[src/rtl/serial_adder.sv]
// rtl/serial_adder.sv - bit-serial adder driving one full-adder cell, LSB first
`timescale 1ns/1ps

module full_adder (
  input  logic a,
  input  logic b,
  input  logic ci,
  output logic s,
  output logic co
);

  // One-bit sum and carry of three inputs
  always_comb begin
    s  = a ^ b ^ ci;
    co = (a & b) | (a & ci) | (b & ci);
  end

endmodule

module serial_adder #(
  parameter int WIDTH = 8
) (
  input  logic             CLK,
  input  logic             RST_N,
  input  logic             START,
  input  logic [WIDTH-1:0] A,
  input  logic [WIDTH-1:0] B,
  input  logic             CI,
  output logic             BUSY,
  output logic             DONE,
  output logic [WIDTH-1:0] S,
  output logic             CO
);

  localparam int CW = (WIDTH > 1) ? $clog2(WIDTH) : 1;
  localparam logic [CW-1:0] LAST_BIT = CW'(WIDTH - 1);

  localparam logic [0:0] ST_IDLE = 1'b0;
  localparam logic [0:0] ST_RUN  = 1'b1;

  logic [0:0]       state;
  logic [WIDTH-1:0] a_sr;
  logic [WIDTH-1:0] b_sr;
  logic [WIDTH-1:0] res_sr;
  logic             carry;
  logic [CW-1:0]    cnt;
  logic [WIDTH-1:0] s_reg;
  logic             co_reg;
  logic             done_reg;

  logic             fa_s;
  logic             fa_co;
  logic [WIDTH-1:0] res_next;

  full_adder u_fa (
    .a  (a_sr[0]),
    .b  (b_sr[0]),
    .ci (carry),
    .s  (fa_s),
    .co (fa_co)
  );

  // Sum bits enter at the top so bit i lands in position i after WIDTH shifts
  always_comb begin
    res_next = {fa_s, res_sr[WIDTH-1:1]};
  end

  // Sequencer: accept operands in IDLE, process one bit per clock in RUN
  always_ff @(posedge CLK or negedge RST_N) begin
    if (!RST_N) begin
      state    <= ST_IDLE;
      a_sr     <= '0;
      b_sr     <= '0;
      res_sr   <= '0;
      carry    <= 1'b0;
      cnt      <= '0;
      s_reg    <= '0;
      co_reg   <= 1'b0;
      done_reg <= 1'b0;
    end else begin
      done_reg <= 1'b0;
      case (state)
        ST_IDLE: begin
          if (START) begin
            a_sr   <= A;
            b_sr   <= B;
            carry  <= CI;
            res_sr <= '0;
            cnt    <= '0;
            state  <= ST_RUN;
          end
        end
        default: begin
          res_sr <= res_next;
          carry  <= fa_co;
          a_sr   <= a_sr >> 1;
          b_sr   <= b_sr >> 1;
          cnt    <= cnt + 1'b1;
          if (cnt == LAST_BIT) begin
            s_reg    <= res_next;
            co_reg   <= fa_co;
            done_reg <= 1'b1;
            state    <= ST_IDLE;
          end
        end
      endcase
    end
  end

  // Outputs are straight register/state views, so reset clears them at once
  always_comb begin
    BUSY = (state == ST_RUN);
    DONE = done_reg;
    S    = s_reg;
    CO   = co_reg;
  end

endmodule

[config.mk]
export PLATFORM = sky130hd
export DESIGN_NAME = serial_adder
export DESIGN_NICKNAME = d
export VERILOG_FILES = /design/src/rtl/serial_adder.sv
export SDC_FILE = /design/constraint.sdc
export NUM_CORES = 1
export LEC_CHECK = 0
export BUFFER_PORTS_ARGS = -buffer_cell sky130_fd_sc_hd__buf_2
export CORE_MARGIN = 2
export CORE_UTILIZATION = 45
export DETAILED_ROUTE_END_ITERATION = 10
export PLACE_DENSITY_LB_ADDON = 0.15
export SYNTH_ARGS = -nofsm -noshare
export SYNTH_HDL_FRONTEND = slang
export SYNTH_HIERARCHICAL = 1
export SYNTH_SLANG_ARGS = --single-unit
export TNS_END_PERCENT = 5
[constraint.sdc]
create_clock -name CLK -period 2.4 [get_ports CLK]
set_input_delay 0 -clock CLK [delete_from_list [all_inputs] [get_ports CLK]]
set_output_delay 0 -clock CLK [all_outputs]
set_load 0.03 [all_outputs]
* Yosys cells after proc, flatten, opt, wreduce, memory -nomap -nowiden
Index checks and enable logic that the tools add are counted. Widths: inputs -> output; s select.
Storage, ports and cells: bits in registers 39, input bits 20, output and inout bits 11, word-level logic and storage cells 35
Cells by class: add/sub/neg operators 1, equality and inequality tests 1, mux-type cells 15, bitwise operators 7, reductions and logical operators 2
Operator list (number):
- $mux 8 | 6
- $mux 1 | 7
- $mux 3 | 2
- $add 3x1->3 const B | 1
- $and 1x1->1 | 3
- $eq 3x3->1 const B | 1
- $or 1x1->1 | 2
- $reduce_and 2->1 | 1
- $reduce_bool 2->1 | 1
- $xor 1x1->1 | 2

* Depth between registers and ports, before layout
Gate-level depths: netlist of the first run.
depth in word-level cells 4, gate-level depth with buffers 4, depth with buffers taken out 4

* Hierarchy
Netlist of the first run, hierarchy kept.
Modules (own cells, without submodules):
- serial_adder | times used 1, cells each 134, area each 1611.5 µm², seq. area each 950.9 µm²
- full_adder | times used 1, cells each 1, area each 20.0 µm², seq. area each 0.0 µm²

* Least setup slack after synthesis of the first run
No wires, ideal clock.
kind reg2reg, start point reg cnt[0], end point reg co_reg (netlist: CO), setup time 0.125 ns, arrival 1.263 ns, data required time 2.275 ns, path slack 1.012 ns, stages on the path, launching flop included 5, buffers on the path 0, period minus slack after synthesis 1.388 ns, cell sequence dfrtp_1 > ha_1 > ha_1 > nand2_2 > mux2_2
On the way: longest elaborated chain between the ends 2
RTL lines:
- start: declaration | line 46 | logic [CW-1:0] cnt;
- start signal: assignment | line 98 | cnt <= cnt + 1'b1;
- $eq 3x3->1 | line 99 | if (cnt == LAST_BIT) begin
- $reduce_and 2->1 (no source line)
- end signal: assignment | line 101 | co_reg <= fa_co;
- end: declaration | line 48 | logic co_reg;
Every way passes these cells. A chain may end at the register's enable or synchronous reset.

* Final worst setup path of the first run
start point reg cnt[0], end point reg s_reg[1] (netlist: S[1])
On the way: longest elaborated chain between the ends 2
RTL lines:
- $eq 3x3->1 | line 99
- $reduce_and 2->1 (no source line)
- end signal: assignment | line 100 | s_reg <= res_next;
- end: declaration | line 47 | logic [WIDTH-1:0] s_reg;
Every way passes these cells.

==> run_results.csv, run 1 <==
group,metric,value,unit
grt,grt_max_degree,39,
layout,layout-drive-gt1-share,0.270,
die,die_y,64.2,um
min_path,min_from,"START",
sta,clock_skew,0.00823,ns
sta,worst_slack,0.908,ns
clock_tree,cts_sinks,38,
drt,routed-wl-met2,1360,um
synthesis,synth_cell_type_count,18,
drt,drc,0,
drt,first_iter_violations,69,
worst_setup_path,path_cells,"ha_1 -> ha_1 -> nand2_2 -> mux2_2",
clock_tree,h-tree-depth,2,
drt,wl_met3,128,um
sta,fin_crit_sh,0.622,
sta,fin_tns_setup,0,ns
placed_design,place_ws,0.909,ns
placed_design,io_buffers,30,
grt,grtUsageTotal,0.159,
worst_setup_path,r2r_end,"S[1]",
die,rows,21,
pwr,power.leakage,1.04,nW
worst_setup_path,required,2.62,ns
flow_run,max_cap_violations,0,
min_path,hold_class,"in2reg",
grt,grt_pass1_vias,1136,
layout,n_antenna_cell,0,
layout,ff_latch_area,951,um^2
pwr,p_per_area,1120,nW/um^2
worst_setup_path,cp.arrival,1.72,ns
clock_tree,numCtsBuffers,5,
grt,grt_pass1_wl,4950,um
clock_tree,cts_tree,"done",
drt,num_vias,1113,
sta,holdWs,0.185,ns
placed_design,place_congestion,0.667,
layout,multi_input_area,608,um^2
layout,fin_nets,207,
sta,drv_slew,0,
drt,ant_nets,0,
sta,post-route-min-period,1.49,ns
sta,max_clock_freq,670,MHz
layout,fillCellCount,311,
clock_tree,clk_latency,0.33,ns
worst_setup_path,path_common_cell,"ha_1",
clock_tree,postCtsSetupRepairBufs,0,
layout,final_common_cell,"dfrtp_1",
min_path,hold_path_depth,3,
worst_setup_path,r2r_cells,4,
worst_setup_path,cpPeakStageDelay,0.41,ns
synthesis,syn_nets,158,
drt,post_drt_wl_per_cell,12.2,um
grt,gr-total-overflow,0,
sta,hold_viol,0,
status,status,"finished clean",
clock_tree,cts.path.max_buffers,2,
grt,grt_antenna_before_repair,0,
worst_setup_path,reg2reg_slack,0.91,ns
pwr,ir_drop,0.000443,V
synthesis,syn_inst,135,
synthesis,syn_area_per_cell,12.1,um^2
layout,area_delta_synth_final,25.5,%
layout,finalInstanceArea,2050,um^2
drt,wl_met1,1300,um
drt,totalWireLength,2820,um
worst_setup_path,critical_path_class,"reg2reg",
drt,top_layer_used,"met4",
sta,slew_headroom,0.453,
synthesis,syn-cell-area,1630,um^2
die,core_area,3420,um^2
die,fp.dieW,64.2,um
clock_tree,clk_pin_slew,0.11,ns
worst_setup_path,cpMaxStageDelayCell,"dfrtp_1",
sta,rsz0062_at_grt,"false",
clock_tree,cts-root-buf,"clkbuf_4",
worst_setup_path,start_kind,"flip-flop",
die,num_io_pins,31,
placed_design,placed_area,1790,um^2
die,start_util,0.478,
placed_design,dpl.hpwl,1880,um
synthesis,ys_ff_latch,38,
synthesis,seq_area_frac_synth,0.583,
worst_setup_path,end_kind,"flip-flop",
sta,tightestPinTransition,0.821,ns
worst_setup_path,worstPathMaxFanout,10,
worst_setup_path,r2r-start,"cnt[0]",
layout,final_cell_mix,"38 x dfrtp_1, 30 x buf_2, 21 x nand2_1",
min_path,hold_end,"BUSY",
layout,final_core_util,0.600,
sta,setup_violations,0,
drt,drt-pass1-iter-count,4,
synthesis,yosysWarnings,6,
die,die-area,4120,um^2
drt,viasPerCell,4.82,
==> what timing repair did <==
action | CTS | global route
hold buffers | 18 | 0
resized for setup | 0 | 0
endpoints found under the hold margin | 55 | 0
==> cells by family (layout without fill, tap and decap cells) <==
group | after synthesis | in the layout | share of synthesized area
compound gates | 24 | 24 | 0.0805
mux | 28 | 28 | 0.179
buf+inv | 10 | 60 | 0.0445
simple gates | 32 | 32 | 0.0859
flops | 38 | 38 | 0.583
fa+ha+maj | 3 | 3 | 0.0276
==> per-layer routing <==
metal,track usage,vias to the layer above
met5,0,-
met4,0.0559,0
met3,0.0599,4
met2,0.266,26
met1,0.188,524
li1,-,559
==> state kept, by name, indices dropped and copies added, names as in the netlist <==
| name | cells |
|---|---|
| CO | 1 |
| BUSY | 1 |
| b_sr | 8 |
| S | 8 |
| cnt | 3 |
| res_sr | 7 |
| carry | 1 |
| a_sr | 8 |
| DONE | 1 |
==> how the worst max path moves through the flow <==
stage                       to   start  cells past startpoint  slack (ns)
after floorplan             CO  cnt[0]                      4        1.01
after global placement    S[0]  cnt[0]                      4        0.94
after detailed placement  S[2]  cnt[0]                      4        0.91
after CTS                 S[1]  cnt[0]                      4        0.89
after global routing      S[4]  cnt[0]                      4        0.84
final                     S[1]  cnt[0]                      4        0.91
==> synthesized netlist by cell type, drive strengths merged <==
| master | instances | area (um^2) |
|---|---|---|
| nand2b | 7 | 43.8 |
| a22o | 3 | 26.3 |
| fa | 1 | 20.0 |
| nor2 | 3 | 11.3 |
| buf | 7 | 61.3 |
| mux2 | 9 | 101 |
| ha | 2 | 25.0 |
| clkbuf | 1 | 3.75 |
| mux2i | 19 | 190 |
| o21ai | 21 | 105 |
| inv | 2 | 7.51 |
| nand2 | 22 | 85.1 |
| dfrtp | 38 | 951 |
==> critical path, delay by kind of cell (launching register included) <==
family | cells | cell delay (ns)
fa+ha+maj | 2 | 0.41
flops | 1 | 0.41
mux | 1 | 0.36
simple gates | 1 | 0.20
==> layout make-up <==
cell class | instances | area share
sequential | 38 | 0.464
multi-input combinational | 87 | 0.297
timing repair buffer | 50 | 0.169
clock buffer | 8 | 0.0385
tap | 46 | 0.0281
inverter | 2 | 0.00367
==> power by group <==
part	internal, mW	leakage, nW	switching [mW]	total (mW)
Combinational	0.370	0.499	0.489	0.859
Clock	0.200	0.0446	0.194	0.395
Sequential	0.898	0.495	0.150	1.05
==> through the flow <==
step | instances | total power [mW]
after floorplan | 135 | 1.70
after global placement | 205 | 1.88
after detailed placement | 205 | 1.92
after CTS | 231 | 2.34
after global routing | 231 | 2.50
final | 231 | 2.30
Power figures use the tool's default switching activity.
==> run 2, diff against run 1 <==
==> constraint.sdc (replaced) <==
create_clock -name CLK -period 1.28 [get_ports CLK]
set_input_delay 0 -clock CLK [delete_from_list [all_inputs] [get_ports CLK]]
set_output_delay 0 -clock CLK [all_outputs]
set_load 0.03 [all_outputs]
==> run 2 against run 1 <==
Against the previous run:
- the run now ends with negative setup slack left
- critical path depth unchanged
- non-clock buffer count up 5
- total power up 100%
- setup slack worse by 0.92 ns
- register-to-register slack worse by 0.92 ns
- die area unchanged
==> run_results.csv, run 2 (synthesis gave the netlist of run 1 again) <==
group,metric,value,unit
pwr,p_per_area,2140,nW/um^2
sta,clock_skew,0.0110,ns
clock_tree,clk_latency,0.33,ns
flow_run,max_cap_violations,0,
sta,slew_headroom,0.651,
layout,final_cell_mix,"37 x dfrtp_1, 30 x buf_2, 21 x nand2_1",
worst_setup_path,cp.arrival,1.53,ns
layout,ff_latch_area,952,um^2
layout,area_delta_synth_final,31.9,%
sta,fin_crit_sh,1.01,
pwr,switching_share,0.370,
pwr,pwr-share-comb,0.421,
clock_tree,cts-root-buf,"clkbuf_4",
sta,tightestPinTransition,0.523,ns
pwr,power.leakage,1.10,nW
drt,first_iter_violations,23,
drt,totalWireLength,3050,um
layout,final_core_util,0.630,
drt,post_drt_wl_per_cell,12.9,um
drt,num_vias,1150,
pwr,p_seq_frac,0.441,
die,die_y,64.2,um
pwr,power,4.61,mW
clock_tree,cts_tree,"done",
worst_setup_path,reg2reg_slack,-0.02,ns
grt,grt_max_degree,51,
die,num_io_pins,31,
sta,post-route-min-period,1.30,ns
worst_setup_path,start_kind,"flip-flop",
grt,gr-total-overflow,0,
clock_tree,cts.path.max_buffers,2,
placed_design,io_buffers,30,
clock_tree,numCtsBuffers,5,
grt,grtUsageMet1,0.206,
die,fp.dieW,64.2,um
sta,hold_viol,0,
grt,grt_pass1_wl,5230,um
die,die-area,4120,um^2
drt,viasPerCell,4.85,
clock_tree,clk_pin_slew,0.12,ns
min_path,hold_class,"in2reg",
status,status,"finished with violations",
sta,rsz0062_at_grt,"true",
worst_setup_path,critical_path_class,"reg2reg",
placed_design,dpl.hpwl,1940,um
grt,grt_pass1_vias,1140,
die,start_util,0.478,
grt,grtUsageMet3,0.0440,
sta,worst_slack,-0.0155,ns
grt,grtUsageTotal,0.166,
die,rows,21,
worst_setup_path,worstPathMaxFanout,5,
sta,max_clock_freq,772,MHz
layout,fillCellCount,297,
die,core_area,3420,um^2
layout,layout-drive-gt1-share,0.309,
pwr,ir_drop,0.000890,V
placed_design,place_congestion,0.696,
status,violations,"negative setup slack",
sta,holdWs,0.00974,ns
worst_setup_path,end_kind,"flip-flop",
grt,grt-busiest-layer,"met2",
clock_tree,cts_sinks,38,
pwr,p_clk_frac,0.138,
layout,n_antenna_cell,0,
drt,ant_nets,0,
grt,grt_antenna_before_repair,0,
layout,final_common_cell,"dfrtp_1",
layout,fin_nets,213,
drt,drc,0,
clock_tree,h-tree-depth,2,
drt,drt-pass1-iter-count,4,
worst_setup_path,required,1.51,ns
pwr,switching_power,1.71,mW
pwr,intPower,2.90,mW
sta,setup_violations,8,
layout,multi_input_area,682,um^2
grt,globalRouteMet2Util,0.277,
sta,drv_slew,0,
==> run 2: cell types whose count changed in the layout (fill, tap and decap cells not counted), moves of 2 or more <==
cell | previous run | this run
buf_4 | 2 | 7
clkbuf_8 | 3 | 1
ha_1 | 2 | 0
mux2_2 | 9 | 0
mux2_4 | 0 | 9
==> run 2: critical path, stage by stage (launching register included) <==
cell     delay, ns
dfrtp_1       0.40
ha_2          0.20
ha_4          0.19
nand2_4       0.11
mux2_4        0.30
==> run 2: what timing repair did <==
item	4_1_cts	5_1_grt
gates resized for setup	1	1
hold buffers	17	0
endpoints found under the setup margin	9	10
endpoints found under the hold margin	54	0
setup buffers	2	2
gates cloned	1	0
pin swaps	2	0
==> run 2: power by group through the flow <==
| stage | combinational, mW | sequential (mW) | clock (mW) |
|---|---|---|---|
| detailed placement | 1.82 | 2.04 | 0 |
| global placement | 1.74 | 2.02 | 0 |
| floorplan | 1.12 | 2.25 | 0 |
| global route | 2.15 | 2.09 | 0.724 |
| CTS | 1.92 | 2.04 | 0.662 |
| finish | 1.94 | 2.03 | 0.636 |
==> run 2: routing by layer <==
metal	vias to the layer above	wire (um)
met5	-	0
met4	0	19
met3	2	115
met2	25	1560
met1	553	1360
li1	570	-
==> run 2: final cells by class <==
class                           count  share of cell area
Sequential cell                    38               0.442
Multi-Input combinational cell     88               0.317
Timing Repair Buffer               55               0.183
Tap cell                           46              0.0267
Clock buffer                        7              0.0256
Inverter                            2             0.00349
Clock inverter                      1             0.00233
==> run 2: stage by stage <==
step           setup slack, ns  area [um^2]  instances  setup TNS, ns
4_1_cts                -0.0209         2140        235         -0.123
3_5_place_dp           -0.0393         1880        207         -0.275
6_report               -0.0155         2150        237        -0.0716
5_1_grt                -0.0469         2150        237         -0.376
2_1_floorplan          -0.0139         1690        135        -0.0277
3_3_place_gp          -0.00327         1880        207        -0.0203
==> run 2: path summary, 6_finish.rpt <==
kind	to	cells past startpoint	startpoint
min reg2reg	a_sr[6]	2	a_sr[7]
max in group asynchronous	BUSY	3	RST_N
min in group asynchronous	res_sr[6]	3	RST_N
max	S[3]	4	cnt[1]
max reg2reg	S[3]	4	cnt[1]
min	a_sr[0]	3	A[0]
==> run 3, diff against run 2 <==
--- a/config.mk
+++ b/config.mk
@@ -6,10 +6,12 @@
 export NUM_CORES = 1
 export LEC_CHECK = 0
 export BUFFER_PORTS_ARGS = -buffer_cell sky130_fd_sc_hd__buf_2
+export CORE_ASPECT_RATIO = 1.1
 export CORE_MARGIN = 2
 export CORE_UTILIZATION = 45
 export DETAILED_ROUTE_END_ITERATION = 10
 export PLACE_DENSITY_LB_ADDON = 0.15
+export SKIP_CTS_REPAIR_TIMING = 1
 export SYNTH_ARGS = -nofsm -noshare
 export SYNTH_HDL_FRONTEND = slang
 export SYNTH_HIERARCHICAL = 1
==> run 3 against run 2 <==
Against the previous run:
- the run ends with negative hold slack, negative setup slack left
- clock power down 3.9%
- total power shrank 1.1%
- core utilization fell by 0.83 points
- sequential cell count unchanged
==> run_results.csv, run 3 (synthesis gave the netlist of run 1 again) <==
group,metric,value,unit
clock_tree,cts.path.max_buffers,2,
grt,grtUsageTotal,0.173,
die,num_io_pins,31,
sta,setup_violations,9,
clock_tree,clk_latency,0.34,ns
placed_design,io_buffers,30,
worst_setup_path,critical_path_class,"reg2reg",
die,core_area,3410,um^2
placed_design,place_congestion,0.665,
worst_setup_path,path_cells,"fa_1 -> mux2_4",
layout,layout-drive-gt1-share,0.314,
sta,slew_headroom,0.716,
drt,post_drt_wl_per_cell,13.0,um
flow_run,max_cap_violations,0,
die,start_util,0.478,
placed_design,place_ws,-0.0355,ns
placed_design,placed_area,1910,um^2
sta,worst_slack,-0.0383,ns
sta,drv_slew,0,
sta,post-route-min-period,1.32,ns
layout,n_antenna_cell,0,
grt,grt_pass1_wl,5090,um
worst_setup_path,cp.arrival,1.55,ns
grt,grt_pass1_vias,1146,
status,status,"finished with violations",
worst_setup_path,cp_top_family,"adder cells",
clock_tree,cts_sinks,38,
die,die_y,67.2,um
layout,final_cell_mix,"37 x dfrtp_1, 30 x buf_2, 21 x nand2_1",
worst_setup_path,required,1.51,ns
grt,grt_max_degree,28,
drt,first_iter_violations,56,
pwr,ir_drop,0.000979,V
clock_tree,clk_pin_slew,0.10,ns
sta,max_clock_freq,759,MHz
sta,hold_viol,5,
clock_tree,cts_tree,"done",
layout,finalInstanceArea,2120,um^2
sta,rsz0062_at_grt,"true",
placed_design,dpl.hpwl,2010,um
sta,fin_crit_sh,1.03,
die,rows,22,
layout,area_delta_synth_final,30.1,%
sta,holdWs,-0.0429,ns
min_path,hold_class,"in2reg",
worst_setup_path,end_kind,"flip-flop",
worst_setup_path,start_kind,"flip-flop",
sta,tightestPinTransition,0.427,ns
grt,gr-total-overflow,0,
worst_setup_path,cp_num_buf_inv,0,
worst_setup_path,cpMaxStageDelayCell,"fa_1",
clock_tree,numCtsBuffers,5,
grt,grt_antenna_before_repair,0,
die,die-area,4120,um^2
clock_tree,cts-root-buf,"clkbuf_4",
worst_setup_path,cpPeakStageDelay,0.51,ns
layout,final_common_cell,"dfrtp_1",
status,violations,"negative hold slack, negative setup slack",
drt,num_vias,1142,
pwr,power.leakage,1.08,nW
pwr,p_per_area,2150,nW/um^2
drt,drc,0,
drt,viasPerCell,4.90,
worst_setup_path,worstPathMaxFanout,2,
clock_tree,h-tree-depth,2,
layout,fin_nets,209,
drt,ant_nets,0,
drt,drt-pass1-iter-count,4,
sta,clock_skew,0.00411,ns
drt,totalWireLength,3030,um
die,fp.dieW,61.4,um
-- run 3: cell count changes in the layout (fill, tap and decap cells not counted), sizes merged --
cell / previous run / this run
dlygate4sd3: 17 / 13
clkinv: 1 / 0
clkbuf: 7 / 6
-- run 3: report_power, final --
group	leakage, nW	total [mW]	internal (mW)	switching, mW
clock network	0.0302	0.611	0.248	0.364
logic	0.561	1.95	0.936	1.01
registers	0.494	2.00	1.69	0.313
-- run 3: worst paths after layout --
kind / start / slack, ns / endpoint / cells after the start
max reg2reg: a_sr[0] / -0.04 / S[7] / 2
min in group asynchronous: RST_N / 0.12 / b_sr[6] / 2
max in group asynchronous: RST_N / 0.65 / res_sr[3] / 3
max: a_sr[0] / -0.04 / S[7] / 2
min: A[5] / -0.04 / a_sr[5] / 3
min reg2reg: b_sr[6] / 0.49 / b_sr[5] / 2
-- run 3: worst register-to-register path, stage by stage, from the launching register on --
cell	delay [ns]
dfrtp_1	0.41
fa_1	0.51
mux2_4	0.28
-- run 3: layer usage --
metal	global-route usage	vias to the layer above	wire length, um
li1	-	566	-
met1	0.203	542	1310
met2	0.278	25	1510
met3	0.0402	9	102
met4	0.112	0	98
met5	0	-	0
-- run 3: stage by stage --
stage	power, mW	TNS [ns]	utilization	cells
global placement	3.79	0	0.559	211
global route	4.92	-0.620	0.622	233
floorplan	3.37	-0.0277	-	135
CTS	4.51	-0.578	0.574	217
finish	4.56	-0.191	0.622	233
detailed placement	3.88	-0.272	0.559	211
-- run 3: area by class of cell --
type,count,area (um^2)
fill,310,1290
sequential,38,952
multi-input combinational,88,682
timing repair buffer,51,369
tap,48,60.1
clock buffer,6,51.3
inverter,2,7.51
